<file path="src/rtl/button_debouncer_if.sv">
// Button debouncer signal bundle.
//   B    : raw asynchronous button pin (driven by the board / master)
//   L    : debounced level, 1 = pressed (driven by the debouncer)
//   BUSY : 1 while a candidate level change is being qualified
interface button_debouncer_if;
    logic B;
    logic L;
    logic BUSY;

    // Board side: drives the pin, observes the cleaned level
    modport master (
        output B,
        input  L,
        input  BUSY
    );

    // Debouncer side
    modport slave (
        input  B,
        output L,
        output BUSY
    );
endinterface : button_debouncer_if

</file>
<file path="src/rtl/button_debouncer.sv">
// Push-button debouncer.
//   Synchronises the raw pin through two flops, optionally inverts it so that
//   1 always means "pressed", and only moves the debounced level L after the
//   synchronised value has held a new state for STABLE_CYCLES cycles.
// Ports:
//   CLK    : clock, all logic on the rising edge
//   RST    : synchronous reset, active-high, priority over everything
//   io_btn : button_debouncer_if.slave (B in, L / BUSY out, both registered)
module button_debouncer #(
    parameter int unsigned STABLE_CYCLES = 4,
    parameter int unsigned CNT_W         = 20,
    parameter int unsigned ACTIVE_LOW    = 1
) (
    input  logic               CLK,
    input  logic               RST,
    button_debouncer_if.slave  io_btn
);

    localparam longint unsigned LP_CNT_MAX  = (64'(1) << CNT_W) - 64'(1);
    localparam logic [CNT_W-1:0] LP_CNT_LAST = CNT_W'(STABLE_CYCLES - 1);
    localparam logic             LP_INV      = (ACTIVE_LOW != 0);

    // Reject configurations where the counter could not reach its terminal value
    if ((STABLE_CYCLES < 2) || (64'(STABLE_CYCLES) > LP_CNT_MAX)) begin : g_bad_cfg
        $error("button_debouncer: STABLE_CYCLES out of range for CNT_W");
    end

    typedef enum logic [1:0] {
        ST_LOW       = 2'd0,
        ST_RISE_WAIT = 2'd1,
        ST_HIGH      = 2'd2,
        ST_FALL_WAIT = 2'd3
    } state_t;

    logic             r_s1;
    logic             r_s2;
    state_t           r_state;
    logic [CNT_W-1:0] r_cnt;
    logic             r_l;
    logic             r_busy;

    state_t           w_state_nxt;
    logic [CNT_W-1:0] w_cnt_nxt;
    logic             w_cnt_done;

    // Two-flop synchroniser; reset value is "not pressed" after inversion
    always_ff @(posedge CLK) begin
        if (RST) begin
            r_s1 <= 1'b0;
            r_s2 <= 1'b0;
        end else begin
            r_s1 <= io_btn.B ^ LP_INV;
            r_s2 <= r_s1;
        end
    end

    assign w_cnt_done = (r_cnt == LP_CNT_LAST);

    // Next-state and counter logic; any reversion in a WAIT state restarts from LOW/HIGH
    always_comb begin
        w_state_nxt = r_state;
        w_cnt_nxt   = r_cnt;
        case (r_state)
            ST_LOW: begin
                if (r_s2) begin
                    w_state_nxt = ST_RISE_WAIT;
                    w_cnt_nxt   = CNT_W'(1);
                end
            end
            ST_RISE_WAIT: begin
                if (!r_s2) begin
                    w_state_nxt = ST_LOW;
                    w_cnt_nxt   = '0;
                end else if (w_cnt_done) begin
                    w_state_nxt = ST_HIGH;
                    w_cnt_nxt   = '0;
                end else begin
                    w_cnt_nxt   = r_cnt + CNT_W'(1);
                end
            end
            ST_HIGH: begin
                if (!r_s2) begin
                    w_state_nxt = ST_FALL_WAIT;
                    w_cnt_nxt   = CNT_W'(1);
                end
            end
            ST_FALL_WAIT: begin
                if (r_s2) begin
                    w_state_nxt = ST_HIGH;
                    w_cnt_nxt   = '0;
                end else if (w_cnt_done) begin
                    w_state_nxt = ST_LOW;
                    w_cnt_nxt   = '0;
                end else begin
                    w_cnt_nxt   = r_cnt + CNT_W'(1);
                end
            end
            default: begin
                w_state_nxt = ST_LOW;
                w_cnt_nxt   = '0;
            end
        endcase
    end

    // State register; L and BUSY are registered decodes of the next state
    always_ff @(posedge CLK) begin
        if (RST) begin
            r_state <= ST_LOW;
            r_cnt   <= '0;
            r_l     <= 1'b0;
            r_busy  <= 1'b0;
        end else begin
            r_state <= w_state_nxt;
            r_cnt   <= w_cnt_nxt;
            r_l     <= (w_state_nxt == ST_HIGH) || (w_state_nxt == ST_FALL_WAIT);
            r_busy  <= (w_state_nxt == ST_RISE_WAIT) || (w_state_nxt == ST_FALL_WAIT);
        end
    end

    assign io_btn.L    = r_l;
    assign io_btn.BUSY = r_busy;

endmodule : button_debouncer

</file>
<file path="src/flat_wrapper.sv">
// flat-port wrapper written by rule: the top's interface ports become plain ports
module button_debouncer_flat 
#(
    parameter int unsigned STABLE_CYCLES = 4,
    parameter int unsigned CNT_W         = 20,
    parameter int unsigned ACTIVE_LOW    = 1
)
  (CLK, RST, io_btn_B, io_btn_L, io_btn_BUSY);
  button_debouncer_if io_btn_i ();
  input  logic CLK;
  input  logic RST;
  input wire logic [$bits(io_btn_i.B)-1:0] io_btn_B;
  output wire logic [$bits(io_btn_i.L)-1:0] io_btn_L;
  output wire logic [$bits(io_btn_i.BUSY)-1:0] io_btn_BUSY;
  assign io_btn_i.B = io_btn_B;
  assign io_btn_L = io_btn_i.L;
  assign io_btn_BUSY = io_btn_i.BUSY;
  button_debouncer #(.STABLE_CYCLES(STABLE_CYCLES), .CNT_W(CNT_W), .ACTIVE_LOW(ACTIVE_LOW)) u_core (.CLK(CLK), .RST(RST), .io_btn(io_btn_i));
endmodule
</file>
<file path="config.mk">
export PLATFORM = sky130hd
export DESIGN_NAME = button_debouncer_flat
export DESIGN_NICKNAME = d
export VERILOG_FILES = /design/src/rtl/button_debouncer_if.sv /design/src/rtl/button_debouncer.sv /design/src/flat_wrapper.sv
export SDC_FILE = /design/constraint.sdc
export NUM_CORES = 1
export LEC_CHECK = 0
export CAP_MARGIN = 30
export CORE_MARGIN = 3
export CORE_UTILIZATION = 62
export DETAILED_ROUTE_END_ITERATION = 10
export GPL_TIMING_DRIVEN = 1
export PLACE_DENSITY = 0.79
export SETUP_SLACK_MARGIN = 0.4
export SLEW_MARGIN = 0
export SYNTH_ARGS = -nofsm -noshare
export SYNTH_HDL_FRONTEND = slang
export SYNTH_SLANG_ARGS = --single-unit
</file>
<file path="constraint.sdc">
create_clock -name CLK -period 4.7 [get_ports CLK]
set_clock_uncertainty 0.2 [all_clocks]
set_input_delay 1.175 -clock CLK [delete_from_list [all_inputs] [get_ports CLK]]
set_output_delay 1.175 -clock CLK [all_outputs]
set_load 0.01 [all_outputs]
</file>
==> results of run 1 <==
==> final timing paths <==
kind                                   startpoint               to  slack [ps]  cells after the start
worst max-delay path            u_core.r_state[0]      io_btn_BUSY        1940                      1
worst min-delay path                  u_core.r_s1      u_core.r_s2         270                      1
worst max register to register    u_core.r_cnt[0]  u_core.r_cnt[5]        2280                      6
worst min register to register        u_core.r_s1      u_core.r_s2         270                      1
==> final cells by class <==
class / count / area, µm²
tap: 25 / 31.28
clock inverter: 1 / 5.005
inverter: 3 / 11.26
multi-input combinational: 110 / 678.2
timing repair buffer: 4 / 40.04
clock buffer: 3 / 22.52
sequential: 25 / 500.5
fill: 153 / 513.0
==> state kept, by name, summed over array words and instances, names as in the netlist <==
register and flops:
u_core.r_cnt 20, u_core.r_state 2, u_core.io_btn.L 1, u_core.r_s1 1
u_core.r_s2 1
==> metrics by stage <==
| step | instances | util | total power [W] | hold WS, ps | cell area [µm²] |
|---|---|---|---|---|---|
| after floorplan | 144 | - | 0.0002281 | 213.8 | 1231 |
| after global placement | 167 | 0.7000 | 0.0002305 | 223.7 | 1261 |
| after detailed placement | 167 | 0.7000 | 0.0002309 | 246.2 | 1261 |
| after CTS | 171 | 0.7153 | 0.0003243 | 268.1 | 1289 |
| after global routing | 171 | 0.7153 | 0.0003378 | 269.5 | 1289 |
| final | 171 | 0.7153 | 0.0003204 | 266.4 | 1289 |
==> metal layers <==
layer / track usage / vias up
li1: - / 517
met1: 0.3002 / 464
met2: 0.3478 / 26
met3: 0.06528 / 4
met4: 0.06726 / 0
met5: 0 / -
==> layout by cell type, fill, tap and decap left out, types with 4 or more instances in the layout <==
cell,n
dfxtp_1,25
nor2_1,18
nand2_1,17
nor3_1,10
xnor2_1,10
nand3_1,9
nor4_1,7
a31oi_1,5
clkdlybuf4s50_1,4
==> cell families after synthesis <==
family                     after synthesis
and+or+nand+nor                         79
DFF                                     25
xor gates and xnor gates                12
AOI/OAI and AO/OA                       17
muxes                                    1
adders and majority gates                1
buffers and inverters                    9
==> power groups by stage <==
stage               Combinational, W  Sequential [W]  Clock (W)
finish                     0.0000115        0.000215  0.0000941
global route               0.0000125        0.000215   0.000110
CTS                        0.0000115        0.000215  0.0000980
detailed placement         0.0000114        0.000219          0
global placement           0.0000110        0.000219          0
floorplan                 0.00000878        0.000219          0
==> run summary, run 1 <==
Pint - 0.0002491 W
Post-Synth Simple-Gate Area - 0.3343
pre-CTS WS - 1913 ps
Achievable Freq - 0.3627 GHz
critical path endpoint category - primary output
mux cell area share after synthesis - 0.008130
# diodes - 0
Post-DRT Antenna Nets - 0
vias per std cell - 5.912
Max-cap violations - 0
largest family of logic cells by synthesized area - simple AND/OR/NAND/NOR gates
WL/cell - 13.94 µm
grt total ovfl - 0
DR WL met2 - 1092 µm
drt drc - 0
Post-Route Setup TNS - 0 ps
sequential share of power - 0.670
XOR/XNOR share of the synthesized area - 0.09146
Final min period - 2757 ps
met3 routed WL - 138 µm
core area - 1802 µm²
drt first pass iters - 4
CTS tree - done
CTS buffer count - 3
dominant cells by area after synthesis - dfxtp_1 (41%), xnor2_1 (7.1%), nor2_1 (5.5%)
status - complete, no violations
Slew Limit Fails - 0
P_leak - 0.4027 nW
first-iteration detailed-routing DRC count - 30
CP Launch Type - flop
Crit path max-delay family - buffers and inverters
clk slew on worst S/H paths - 130 ps
Crit path buffers/inverters - 1
Placer Congestion - 0.8872
root buf cell - clkbuf_4
clock share of power - 0.294
Hold Violations, Final - 0
postcts setup bufs - 0
number of port buffers - 4
critical path's largest stage delay - 590 ps
register bit count reported by yosys - 25
hold buffers post-CTS - 0
Post-CTS Resized - 0
# rows - 15
Power Dens Cells - 248.6 nW/µm²
Critical Path RT - 3320 ps
full die area - 2556 µm²
pin count of the biggest net entering global routing - 16
slew at the pin closest to its max-slew limit - 757.5 ps
worst-path cell chain - clkdlybuf4s50_1
Synth top area share - 0.4065
Rel. slew slack - 0.4932
Synth Area in Compound Gates - 0.1067
area leader, netlist - dfxtp_1
RSZ-0062 raised after global routing - false
routed via count - 1,011
CP arrival - 1380 ps
Worst Path Max Fanout - 7
sequential share of the synthesized area - 0.4065
synthesized-area fraction occupied by adder cells - 0.01016
layout cells sized above 1 - 0.09589
synthesis warning total - 0
Worst Hold Class - reg2reg
commonest cells in the netlist - dfxtp_1 (25), nor2_1 (18), nand2_1 (17)
number of placed I/O pins - 5
number of global-route vias before repair - 941
Nets - 151
final worst slack - 1943 ps
slowest CP cell - clkdlybuf4s50_1
P&R area growth vs syn - 4.675%
CTS H-tree lvls - 1
chip width - 50.56 µm
routed wire length - 2384 µm
most used flip-flop cell after synthesis - dfxtp_1
Final period util - 0.5866
CTS Buffer Depth - 2
maximum VDD drop - 0.2501 mV
Post-synth EDFFs - 0
Comb power frac - 0.036
clk sinks - 25
cell area after synthesis - 1231 µm²
Yosys cell types - 38
Mapped Cells - 144
Sw Ratio - 0.2226
most common cell in the synthesized netlist - dfxtp_1
syn nets - 148
Die Ht - 50.56 µm
insertion delay to the later sink of the worst-skew pair - 320 ps
Tot GR Track Use - 0.2243
antenna violations before repair - 0
Crit Path Class - reg2out
average instance area after synthesis - 8.550 µm²
Post-synth ARST share - 0
initial core utilization - 0.6833
first-pass GRT wire length - 4374 µm
NetSw - 0.00007132 W
Final Setup Violations - 0
DR top layer - met4
Post-DP HPWL - 1704 µm
WL met1 - 1125 µm
Power figures use the tool's default switching activity.
==> inputs of run 2 (changes only) <==
- CORE_UTILIZATION: 62 -> 52
- PLACE_DENSITY: 0.79 -> 0.71
- clock period: 4.7 -> 2.3 ns (I/O delays scaled with it)
==> run 2 against run 1 <==
Against the previous run:
- global-route usage down 3.3 points
- wire length up 3.9%
- highest routed layer unchanged
- critical path depth up 4
- first-iteration DRC count down 27%
==> run summary, run 2 (synthesis gave the netlist of run 1 again) <==
DR top layer - met4
grt total ovfl - 0 (unchanged)
met3 routed WL - 108 µm (-22%)
leading cell types in the layout, fill and taps excluded - dfxtp_1 (20), nand2_1 (17), nor2_1 (17)
layout cells sized above 1 - 0.1933 (+0.09744)
number of placed I/O pins - 5 (unchanged)
Layout Utilization - 0.6661 (-0.04921)
CTS buffer count - 3 (unchanged)
NetSw - 0.0001439 W (+100%)
insertion delay to the later sink of the worst-skew pair - 310 ps (about the same)
clk slew on worst S/H paths - 130 ps (about the same)
root buf cell - clkbuf_4
WL met1 - 1158 µm (+2.9%)
slowest CP cell - dfxtp_1
clk sinks - 25 (unchanged)
Comb power frac - 0.044 (+0.008)
Max-cap violations - 0 (unchanged)
Final Setup Violations - 0 (unchanged)
Post-DP HPWL - 1738 µm (+2.0%)
Nets - 155 (+2.6%)
Post-DRT Antenna Nets - 0 (unchanged)
Placed Instance Area - 1286 µm² (+2.0%)
antenna violations before repair - 0 (unchanged)
Power Dens Cells - 468.4 nW/µm² (+88%)
sequential share of power - 0.669 (about the same)
Achievable Freq - 0.5401 GHz
Pint - 0.0005118 W (+110%)
Die Ht - 54.66 µm (+8.1%)
Final Cell Area - 1400 µm² (+8.6%)
initial core utilization - 0.5857 (-0.09762)
# rows - 16 (+1)
status - complete, no violations
WL/cell - 13.99 µm (+0.38%)
number of port buffers - 4 (unchanged)
drt first pass iters - 5 (+1)
CTS tree - done
P&R area growth vs syn - 13.72%
flip-flop count of the largest register after layout - 20 (unchanged)
# diodes - 0 (unchanged)
CP Launch Type - flop
critical path endpoint category - flop
Largest Register - u_core.r_cnt
Final period util - 0.8050
drt drc - 0 (unchanged)
Post-Route Setup TNS - 0 ps (unchanged)
Rel. slew slack - 0.7036 (+0.2104)
pin count of the biggest net entering global routing - 15 (-1)
CTS H-tree lvls - 1 (unchanged)
Largest regs - u_core.r_cnt: 20 flops, u_core.r_state: 2 flops
CP arrival - 1870 ps (+490 ps)
routed via count - 1,048 (+3.7%)
Tot GR Track Use - 0.1914 (-0.03291)
Final min period - 1851 ps
number of global-route vias before repair - 912 (-3.1%)
routed wire length - 2477 µm (+3.9%)
P_leak - 0.4448 nW (+10%)
vias per std cell - 5.921 (+0.15%)
Crit Path Class - reg2reg
CTS Buffer Depth - 2 (unchanged)
Critical Path RT - 2320 ps (-1000 ps)
Hold Violations, Final - 0 (unchanged)
chip width - 54.66 µm (+8.1%)
Worst Hold Class - reg2reg
Slew Limit Fails - 0 (unchanged)
Placer Congestion - 0.8153 (-8.1%)
Sw Ratio - 0.2195 (-0.003096)
maximum VDD drop - 0.5970 mV (+140%)
first-iteration detailed-routing DRC count - 22 (-27%)
hold buffers post-CTS - 0 (unchanged)
clock share of power - 0.287 (-0.007)
DR WL met2 - 1186 µm (+8.6%)
RSZ-0062 raised after global routing - true
slew at the pin closest to its max-slew limit - 444.2 ps (-313.3 ps)
core area - 2102 µm² (+17%)
critical path's largest stage delay - 390 ps (-200 ps)
Worst Path Max Fanout - 6 (-1)
most common cell after layout, fill and taps aside - dfxtp_1
full die area - 2988 µm² (+17%)
first-pass GRT wire length - 4195 µm (-4.1%)
worst-path cell chain - nor4_1 > and3_1 > and4_4 > mux2i_4 > nor2_1
-- run 2: changes by cell type in the layout (fill, tap and decap cells not counted), sizes merged --
| cell | previous run | this run |
|---|---|---|
| buf | 0 | 4 |
| clkdlybuf4s50 | 4 | 2 |
| dlygate4sd2 | 0 | 2 |
-- run 2: area by class of cell --
class,count,area (µm²)
Clock buffer,3,22.52
Clock inverter,1,5.005
Fill cell,182,701.9
Inverter,3,11.26
Multi-Input combinational cell,110,732.0
Sequential cell,25,511.7
Tap cell,27,33.78
Timing Repair Buffer,8,83.83
-- run 2: worst max-delay path, delay by kind of cell, from the launching register on --
family,cells,cell delay [ps]
and+or+nand+nor,4,930
DFF,1,390
muxes,1,230
-- run 2: power by group through the flow --
stage	logic [W]	clock network (W)	registers, W
finish	0.0000289	0.000188	0.000439
global route	0.0000314	0.000213	0.000440
CTS	0.0000268	0.000201	0.000439
detailed placement	0.0000264	0	0.000449
global placement	0.0000263	0	0.000448
floorplan	0.0000179	0	0.000448
-- run 2: through the flow --
stage	power (W)	hold WS [ps]	setup slack (ps)	instances
floorplan	0.0004661	213.8	413.5	144
global placement	0.0004747	227.6	265.1	172
detailed placement	0.0004749	230.7	206.8	172
CTS	0.0006662	263.9	405.5	177
global route	0.0006840	279.0	377.7	177
finish	0.0006558	264.2	448.6	177
-- run 2: final timing paths --
kind                            slack, ps                end              from  cells past startpoint
worst min register to register        260        u_core.r_s2       u_core.r_s1                      1
worst min-delay path                  260        u_core.r_s2       u_core.r_s1                      1
worst max-delay path                  450  u_core.r_state[1]  u_core.r_cnt[10]                      5
worst max register to register        450  u_core.r_state[1]  u_core.r_cnt[10]                      5
-- run 2: what timing repair did --
item                                    in CTS  in global routing
gates cloned                                 0                  0
endpoints found under the setup margin      24                 21
pin swaps                                    2                  1
resized for setup                            9                 10
setup buffers                                1                  0
-- run 2: per-layer routing --
metal,up-vias,GRT usage
li1,526,-
met1,490,0.2575
met2,28,0.3130
met3,4,0.04905
met4,0,0.02490
met5,-,0
